### src/rtl/gpu_clut_cache_ctrl.sv
// rtl/gpu_clut_cache_ctrl.sv - multi-slot CLUT tag/fill controller; define GPU_CLUT_LRU_EN for true-LRU replacement (round-robin otherwise)
module gpu_clut_cache_ctrl #(
    parameter int SLOTS = 4,
    parameter int PKT8  = 16
) (
    input  logic                     i_clk,
    input  logic                     i_nrstGPU,
    input  logic                     i_clutReq,
    input  logic [14:0]              i_clutAdr,
    input  logic                     i_clutIs8BPP,
    input  logic                     i_flush,
    output logic                     o_clutAck,
    output logic [$clog2(SLOTS)-1:0] o_clutSlot,
    output logic                     o_memReq,
    output logic [14:0]              o_memAdr,
    input  logic                     i_memAck,
    output logic [$clog2(SLOTS)-1:0] o_wrSlot,
    output logic [$clog2(PKT8)-1:0]  o_wrBlock,
    output logic                     o_loading
);

    localparam int SLOT_W = $clog2(SLOTS);
    localparam int BLK_W  = $clog2(PKT8);
    localparam logic [BLK_W-1:0] LAST8 = BLK_W'(PKT8 - 1);

    typedef enum logic [1:0] {
        IDLE  = 2'd0,
        LOAD  = 2'd1,
        ABORT = 2'd2,
        DONE  = 2'd3
    } clutState_t;

    clutState_t state;
    clutState_t nextState;

    // Tag store
    logic [SLOTS-1:0] tagValid;
    logic [14:0]      tagAdr [SLOTS];
    logic [SLOTS-1:0] tagIs8;

    // Current request / fill context
    logic [SLOT_W-1:0] curSlot;
    logic [14:0]       curAdr;
    logic              curIs8;
    logic [BLK_W-1:0]  block;

    logic              hitAny;
    logic [SLOT_W-1:0] hitSlot;
    logic              invAny;
    logic [SLOT_W-1:0] invSlot;
    logic [SLOT_W-1:0] policySlot;
    logic [SLOT_W-1:0] victimSlot;
    logic              lookup;
    logic              hitTake;
    logic              missStart;
    logic              lastBlock;
    logic              fillDone;
    logic [5:0]        xSum;

    // Tag compare; a 4bpp request may use an 8bpp slot, lowest matching slot wins
    always_comb begin
        hitAny  = 1'b0;
        hitSlot = '0;
        for (int i = SLOTS - 1; i >= 0; i--) begin
            if (tagValid[i] && (tagAdr[i] == i_clutAdr) && (tagIs8[i] || !i_clutIs8BPP)) begin
                hitAny  = 1'b1;
                hitSlot = SLOT_W'(i);
            end
        end
    end

    // Lowest-index invalid slot is always preferred as victim
    always_comb begin
        invAny  = 1'b0;
        invSlot = '0;
        for (int i = SLOTS - 1; i >= 0; i--) begin
            if (!tagValid[i]) begin
                invAny  = 1'b1;
                invSlot = SLOT_W'(i);
            end
        end
    end

    assign victimSlot = invAny ? invSlot : policySlot;
    assign lookup     = (state == IDLE) && i_clutReq && !i_flush;
    assign hitTake    = lookup && hitAny;
    assign missStart  = lookup && !hitAny;
    assign lastBlock  = curIs8 ? (block == LAST8) : (block == '0);
    assign fillDone   = (state == LOAD) && i_memAck && lastBlock && !i_flush;

`ifdef GPU_CLUT_LRU_EN
    // Ages form a permutation: 0 is the oldest slot, SLOTS-1 the newest
    logic [SLOT_W-1:0] age [SLOTS];
    logic              touchEn;
    logic [SLOT_W-1:0] touchSlot;

    assign touchEn   = hitTake || fillDone;
    assign touchSlot = hitTake ? hitSlot : curSlot;

    // Oldest slot is the replacement candidate
    always_comb begin
        policySlot = '0;
        for (int i = 0; i < SLOTS; i++) begin
            if (age[i] == '0) begin
                policySlot = SLOT_W'(i);
            end
        end
    end

    // Touched slot becomes newest; slots that were younger than it age by one
    always_ff @(posedge i_clk or negedge i_nrstGPU) begin
        if (!i_nrstGPU) begin
            for (int i = 0; i < SLOTS; i++) begin
                age[i] <= SLOT_W'(i);
            end
        end else if (touchEn) begin
            for (int i = 0; i < SLOTS; i++) begin
                if (SLOT_W'(i) == touchSlot) begin
                    age[i] <= SLOT_W'(SLOTS - 1);
                end else if (age[i] > age[touchSlot]) begin
                    age[i] <= age[i] - SLOT_W'(1);
                end
            end
        end
    end
`else
    logic [SLOT_W-1:0] rrPtr;

    assign policySlot = rrPtr;

    // Round-robin pointer steps on every fill start, hits leave it alone
    always_ff @(posedge i_clk or negedge i_nrstGPU) begin
        if (!i_nrstGPU) begin
            rrPtr <= '0;
        end else if (missStart) begin
            rrPtr <= rrPtr + SLOT_W'(1);
        end
    end
`endif

    // State register
    always_ff @(posedge i_clk or negedge i_nrstGPU) begin
        if (!i_nrstGPU) begin
            state <= IDLE;
        end else begin
            state <= nextState;
        end
    end

    // Next-state logic; flush in LOAD abandons the fill once the open packet is acked
    always_comb begin
        nextState = state;
        case (state)
            IDLE: begin
                if (i_clutReq && !i_flush) begin
                    nextState = hitAny ? DONE : LOAD;
                end
            end
            LOAD: begin
                if (i_flush) begin
                    nextState = i_memAck ? IDLE : ABORT;
                end else if (i_memAck && lastBlock) begin
                    nextState = DONE;
                end
            end
            ABORT: begin
                if (i_memAck) begin
                    nextState = IDLE;
                end
            end
            DONE: begin
                nextState = IDLE;
            end
            default: begin
                nextState = IDLE;
            end
        endcase
    end

    // Output decode from state only
    always_comb begin
        o_clutAck = 1'b0;
        o_memReq  = 1'b0;
        o_loading = 1'b0;
        case (state)
            LOAD: begin
                o_memReq  = 1'b1;
                o_loading = 1'b1;
            end
            ABORT: begin
                o_memReq = 1'b1;
            end
            DONE: begin
                o_clutAck = 1'b1;
            end
            default: begin
            end
        endcase
    end

    // Request context and packet counter; block holds still while a packet is outstanding
    always_ff @(posedge i_clk or negedge i_nrstGPU) begin
        if (!i_nrstGPU) begin
            curSlot <= '0;
            curAdr  <= '0;
            curIs8  <= 1'b0;
            block   <= '0;
        end else if (hitTake) begin
            curSlot <= hitSlot;
        end else if (missStart) begin
            curSlot <= victimSlot;
            curAdr  <= i_clutAdr;
            curIs8  <= i_clutIs8BPP;
            block   <= '0;
        end else if ((state == LOAD) && i_memAck && !lastBlock) begin
            block <= block + BLK_W'(1);
        end
    end

    // Tag store update; flush overrides any same-cycle tag write
    always_ff @(posedge i_clk or negedge i_nrstGPU) begin
        if (!i_nrstGPU) begin
            tagValid <= '0;
            tagIs8   <= '0;
            for (int i = 0; i < SLOTS; i++) begin
                tagAdr[i] <= '0;
            end
        end else begin
            if (missStart) begin
                tagValid[victimSlot] <= 1'b0;
            end
            if (fillDone) begin
                tagValid[curSlot] <= 1'b1;
                tagAdr[curSlot]   <= curAdr;
                tagIs8[curSlot]   <= curIs8;
            end
            if (i_flush) begin
                tagValid <= '0;
            end
        end
    end

    assign o_clutSlot = curSlot;
    assign o_wrSlot   = curSlot;
    assign o_wrBlock  = block;
    assign xSum       = curAdr[5:0] + 6'(block);
    assign o_memAdr   = {curAdr[14:6], xSum};

endmodule

### config.mk
export PLATFORM = sky130hd
export DESIGN_NAME = gpu_clut_cache_ctrl
export DESIGN_NICKNAME = d
export VERILOG_FILES = /design/src/rtl/gpu_clut_cache_ctrl.sv
export SDC_FILE = /design/constraint.sdc
export NUM_CORES = 1
export LEC_CHECK = 0
export CAP_MARGIN = 30
export CORE_ASPECT_RATIO = 1.2
export CORE_MARGIN = 4
export CORE_UTILIZATION = 45
export DETAILED_ROUTE_END_ITERATION = 7
export HOLD_SLACK_MARGIN = 0.15
export PLACE_DENSITY = 0.65
export SYNTH_ARGS = -nofsm -noshare
export SYNTH_HDL_FRONTEND = slang
export SYNTH_SLANG_ARGS = --single-unit
### constraint.sdc
create_clock -name i_clk -period 3.35 [get_ports i_clk]
set_input_delay 0.335 -clock i_clk [delete_from_list [all_inputs] [get_ports i_clk]]
set_output_delay 0.335 -clock i_clk [all_outputs]
set_load 0.005 [all_outputs]
==> summary.md <==
| Metric | Value |
|---|---|
| Util after Layout | `51.55%` |
| Starting DRC count in detailed routing | `between 90 and 100` |
| Count of TritonRoute iterations in the first routing pass | `4` |
| Wire length of the first global-routing pass | `between 15000 and 20000 um` |
| Startpoint type of the worst setup path | `flop` |
| Syn_area_per_cell | `12.56 sq um` |
| Hold Vio Cnt, Final | `0` |
| Post-placement cell area | `5446 sq um` |
| Sinks on the clock net | `94` |
| Clock latency reported for the late side of the worst-skew pair | `around 330 ps` |
| Initial antenna violation count | `0` |
| Sum of routed wire length over all layers | `about 11000 um` |
| Worst-path cell with the longest stage delay | `sky130_fd_sc_hd__clkdlybuf4s50_1` |
| Layout net count | `~460` |
| Period utilisation layout | `roughly four fifths` |
| Leading cell types by total area after synthesis | `sky130_fd_sc_hd__dfrtp_1 46%, sky130_fd_sc_hd__mux2_2 8.9%, sky130_fd_sc_hd__xor2_1 7.1%, sky130_fd_sc_hd__mux2_4 5.9%, sky130_fd_sc_hd__xnor2_1 4.5%` |
| Top cell type's share of synthesized area | `46.48%` |
| Setup repair after global routing missed its margin | `false` |
| DIE AREA | `13010 sq um` |
| Global routing usage summed across all routing layers | `approximately 18%` |
| Maximum clock path buffer count | `2` |
| Final weighted congestion in routability-driven placement | `0.7615` |
| TritonCTS clock tree | `yes` |
| Arrival @ worst endpoint | `approximately 2400 ps` |
| Area Overhead vs Synth | `12.41%` |
| Status | `finished clean` |
| Final worst setup slack | `just over 600 ps` |
| Placed cell count | `550` |
| Critical path data required time | `roughly 3000 ps` |
| Post-Synthesis Cell Area | `between 5000 and 6000 sq um` |
| Maximum operating frequency | `between 300 and 400 MHz` |
| Setup Total Neg Slack | `0 ps` |
| Core Footprint | `about 11000 sq um` |
| Class of the most critical setup path | `flop to output port` |
| Detailed-route vias per instance | `~5.3` |
| Max rail drop VDD | `about 0.28 mV` |
| Reg-to-reg critical path endpoint | `tagAdr[46]` |
| Crit Reg-Reg Startpoint | `o_wrBlock[1]` |
| Max-capacitance violation count | `0` |
| Fin Hold WS | `474.4 ps` |
| Final setup violation count | `0` |
| Total clock buffers created by CTS | `9` |
| Min Clock Period, post-route | `~2700 ps` |
| Root buffer cell | `sky130_fd_sc_hd__clkbuf_16` |
| Critical path's largest stage delay | `around 500 ps` |
| Port Buffer Count | `46` |
| Non-filler cells, final | `562` |
| Power density over the cells | `around 700 nW/um^2` |
| Vias | `2987` |
| Final clock skew | `7.810 ps` |
| Crit path capture | `o_memAdr[5]` |
| Number of nets with antenna violations after detailed routing | `0` |
| Critical Path End Type | `output port` |
| DP HPWL | `about 7600 um` |
| Start point of the critical path | `o_wrBlock[1]` |
| Mapped Cells | `between 400 and 500` |
| Initial Util | `a little under half` |
| Design Power | `around 4 mW` |
| Number of core rows | `42` |
| Number of synthesized register bits | `94` |
| Register area share after synthesis | `a little under half` |
| H-Tree Depth | `3` |
| Number of antenna diodes | `0` |
| Classification of the worst-slack hold path | `flop to flop` |
| CP cell instances | `ha_1, a21o_1, a21oi_1, nor2b_1, o21ai_0, xnor2_1, clkdlybuf4s50_1` |
| Register-to-register setup slack | `about 630 ps` |
| Warnings, synthesis | `0` |
| Share of layout cells above drive strength 1 | `between 20% and 30%` |
| Hold Crit Depth | `1` |
| PostCTS Resize Cnt | `0` |
| Detailed-route wire length per cell | `18.88 um` |
| Maximum number of pins on one net before global-route repair | `53` |
| Slew at the pin closest to its max-slew limit | `approximately 660 ps` |
| Final number of max-transition violations | `0` |
| Clock input transition at the sequential cells of the worst setup and hold paths | `60 ps` |
| Leakage power total | `~2.7 nW` |
| Die Y | `124.2 um` |
| Count of cells along the worst register-to-register path | `8` |
| Synth Flop Type | `sky130_fd_sc_hd__dfrtp_1` |
| DRC errors left | `0` |
| Largest area contributor in the netlist | `sky130_fd_sc_hd__dfrtp_1` |
| I/O pin count | `between 40 and 50` |
| Relative max-transition margin | `a little under three fifths` |
| Async S/R FF share, synth | `100.0%` |
| Number of enable flip-flop cells after synthesis | `0` |
| Setup slack after placement | `around 440 ps` |
| Total gr overflow | `0` |
| Largest fanout of any net on the critical path | `6` |
| Net count of the mapped netlist | `436` |
| Die X | `104.8 um` |
| Number of global-route vias before repair | `between 3000 and 4000` |
| Post-synth cell types | `49` |
| Final design instance area without fill | `5689 sq um` |
==> critical path: cells and delay by family, from the launching register on <==
kind                       cells  cell delay [ps]
AOI/OAI and AO/OA              3              580
xor gates and xnor gates       1              140
adders and majority gates      1              320
buffers and inverters          1              510
DFF                            1              450
and+or+nand+nor                1               70
==> how the worst min path moves through the flow <==
stage | from | endpoint | slack (ps)
2_1_floorplan | i_nrstGPU | curAdr[0] | 40
3_3_place_gp | i_nrstGPU | tagAdr[48] | 410
3_5_place_dp | i_nrstGPU | tagAdr[3] | 420
4_1_cts | policySlot[1] | policySlot[1] | 470
5_1_grt | policySlot[1] | policySlot[1] | 480
6_report | policySlot[1] | policySlot[1] | 470
==> timing repair <==
| item | 4_1_cts | 5_1_grt |
|---|---|---|
| hold buffers | 1 | 0 |
| endpoints found under the hold margin | 50 | 0 |
| setup buffers | 0 | 0 |
==> cell families (layout without fill, tap and decap cells) <==
kind of cell	count (synthesis)	count (layout)	synth area share, %
buf+inv	53	80	6.897
flops	94	94	46.48
simple gates	71	71	9.049
mux	79	79	19.06
xor+xnor	67	67	11.59
fa+ha+maj	12	12	3.115
compound gates	27	27	3.807
==> power breakdown <==
part	total [mW]	switching, mW	internal [mW]
clock	0.860	0.378	0.482
combinational	1.29	0.496	0.794
sequential	1.75	0.335	1.41
total	3.90	1.21	2.69
==> Yosys cell counts, drive strengths merged, types with 2 or more instances <==
cell    instances
buf            36
a21o            2
o21ai           8
ha             11
nand2          13
xnor2          26
nor2           10
nor4           12
a211oi          4
xor2           41
nand2b          5
a21oi           5
nand3          13
dfrtp          94
nand4           7
mux2           79
inv            16
nor3            3
==> layout by cell type, fill, tap and decap left out, types with 2 or more instances in the layout <==
cell type	synthesis	final
sky130_fd_sc_hd__nand3_1	12	12
sky130_fd_sc_hd__o21ai_0	8	8
sky130_fd_sc_hd__a21oi_1	4	4
sky130_fd_sc_hd__clkbuf_16	0	9
sky130_fd_sc_hd__clkbuf_1	0	2
sky130_fd_sc_hd__mux2_1	19	19
sky130_fd_sc_hd__mux2_2	40	40
sky130_fd_sc_hd__nor4_1	12	12
sky130_fd_sc_hd__nand2_1	11	11
sky130_fd_sc_hd__dfrtp_1	94	94
sky130_fd_sc_hd__nor2_8	2	2
sky130_fd_sc_hd__nand2_4	2	2
sky130_fd_sc_hd__a211oi_1	2	2
sky130_fd_sc_hd__ha_1	11	11
sky130_fd_sc_hd__xor2_1	41	41
sky130_fd_sc_hd__a211oi_2	2	2
sky130_fd_sc_hd__nor3_1	3	3
sky130_fd_sc_hd__nand4_1	6	6
sky130_fd_sc_hd__nand2b_1	5	5
sky130_fd_sc_hd__buf_4	11	7
sky130_fd_sc_hd__xnor2_1	26	26
sky130_fd_sc_hd__a21o_1	2	2
sky130_fd_sc_hd__clkdlybuf4s50_1	0	45
sky130_fd_sc_hd__mux2_4	20	20
sky130_fd_sc_hd__nor2_1	7	7
sky130_fd_sc_hd__inv_1	16	16
==> registers in the layout (all words and copies together) (netlist names) <==
name        flops
state           2
o_clutSlot      2
policySlot      2
curAdr         15
tagValid        4
tagIs8          4
tagAdr         60
o_wrBlock       4
curIs8          1
==> per-layer routing <==
| metal | vias to the layer above | routed length (um) | track usage, % |
|---|---|---|---|
| li1 | 1411 | - | - |
| met3 | 8 | 348 | 2.903 |
| met4 | 0 | 187 | 6.727 |
| met1 | 1519 | 4545 | 21.59 |
| met2 | 49 | 5527 | 30.98 |
| met5 | - | 0 | 0 |
==> cell type report <==
type | instances | area [sq um]
fillers | 989 | 5346
multi-input cells | 256 | 2366
flip-flops and latches | 94 | 2352
repair buffers | 53 | 513.0
clock buffers | 11 | 232.7
well taps | 132 | 165.2
inverters | 16 | 60.06
Note: power is estimated with default switching activity, not from simulation.
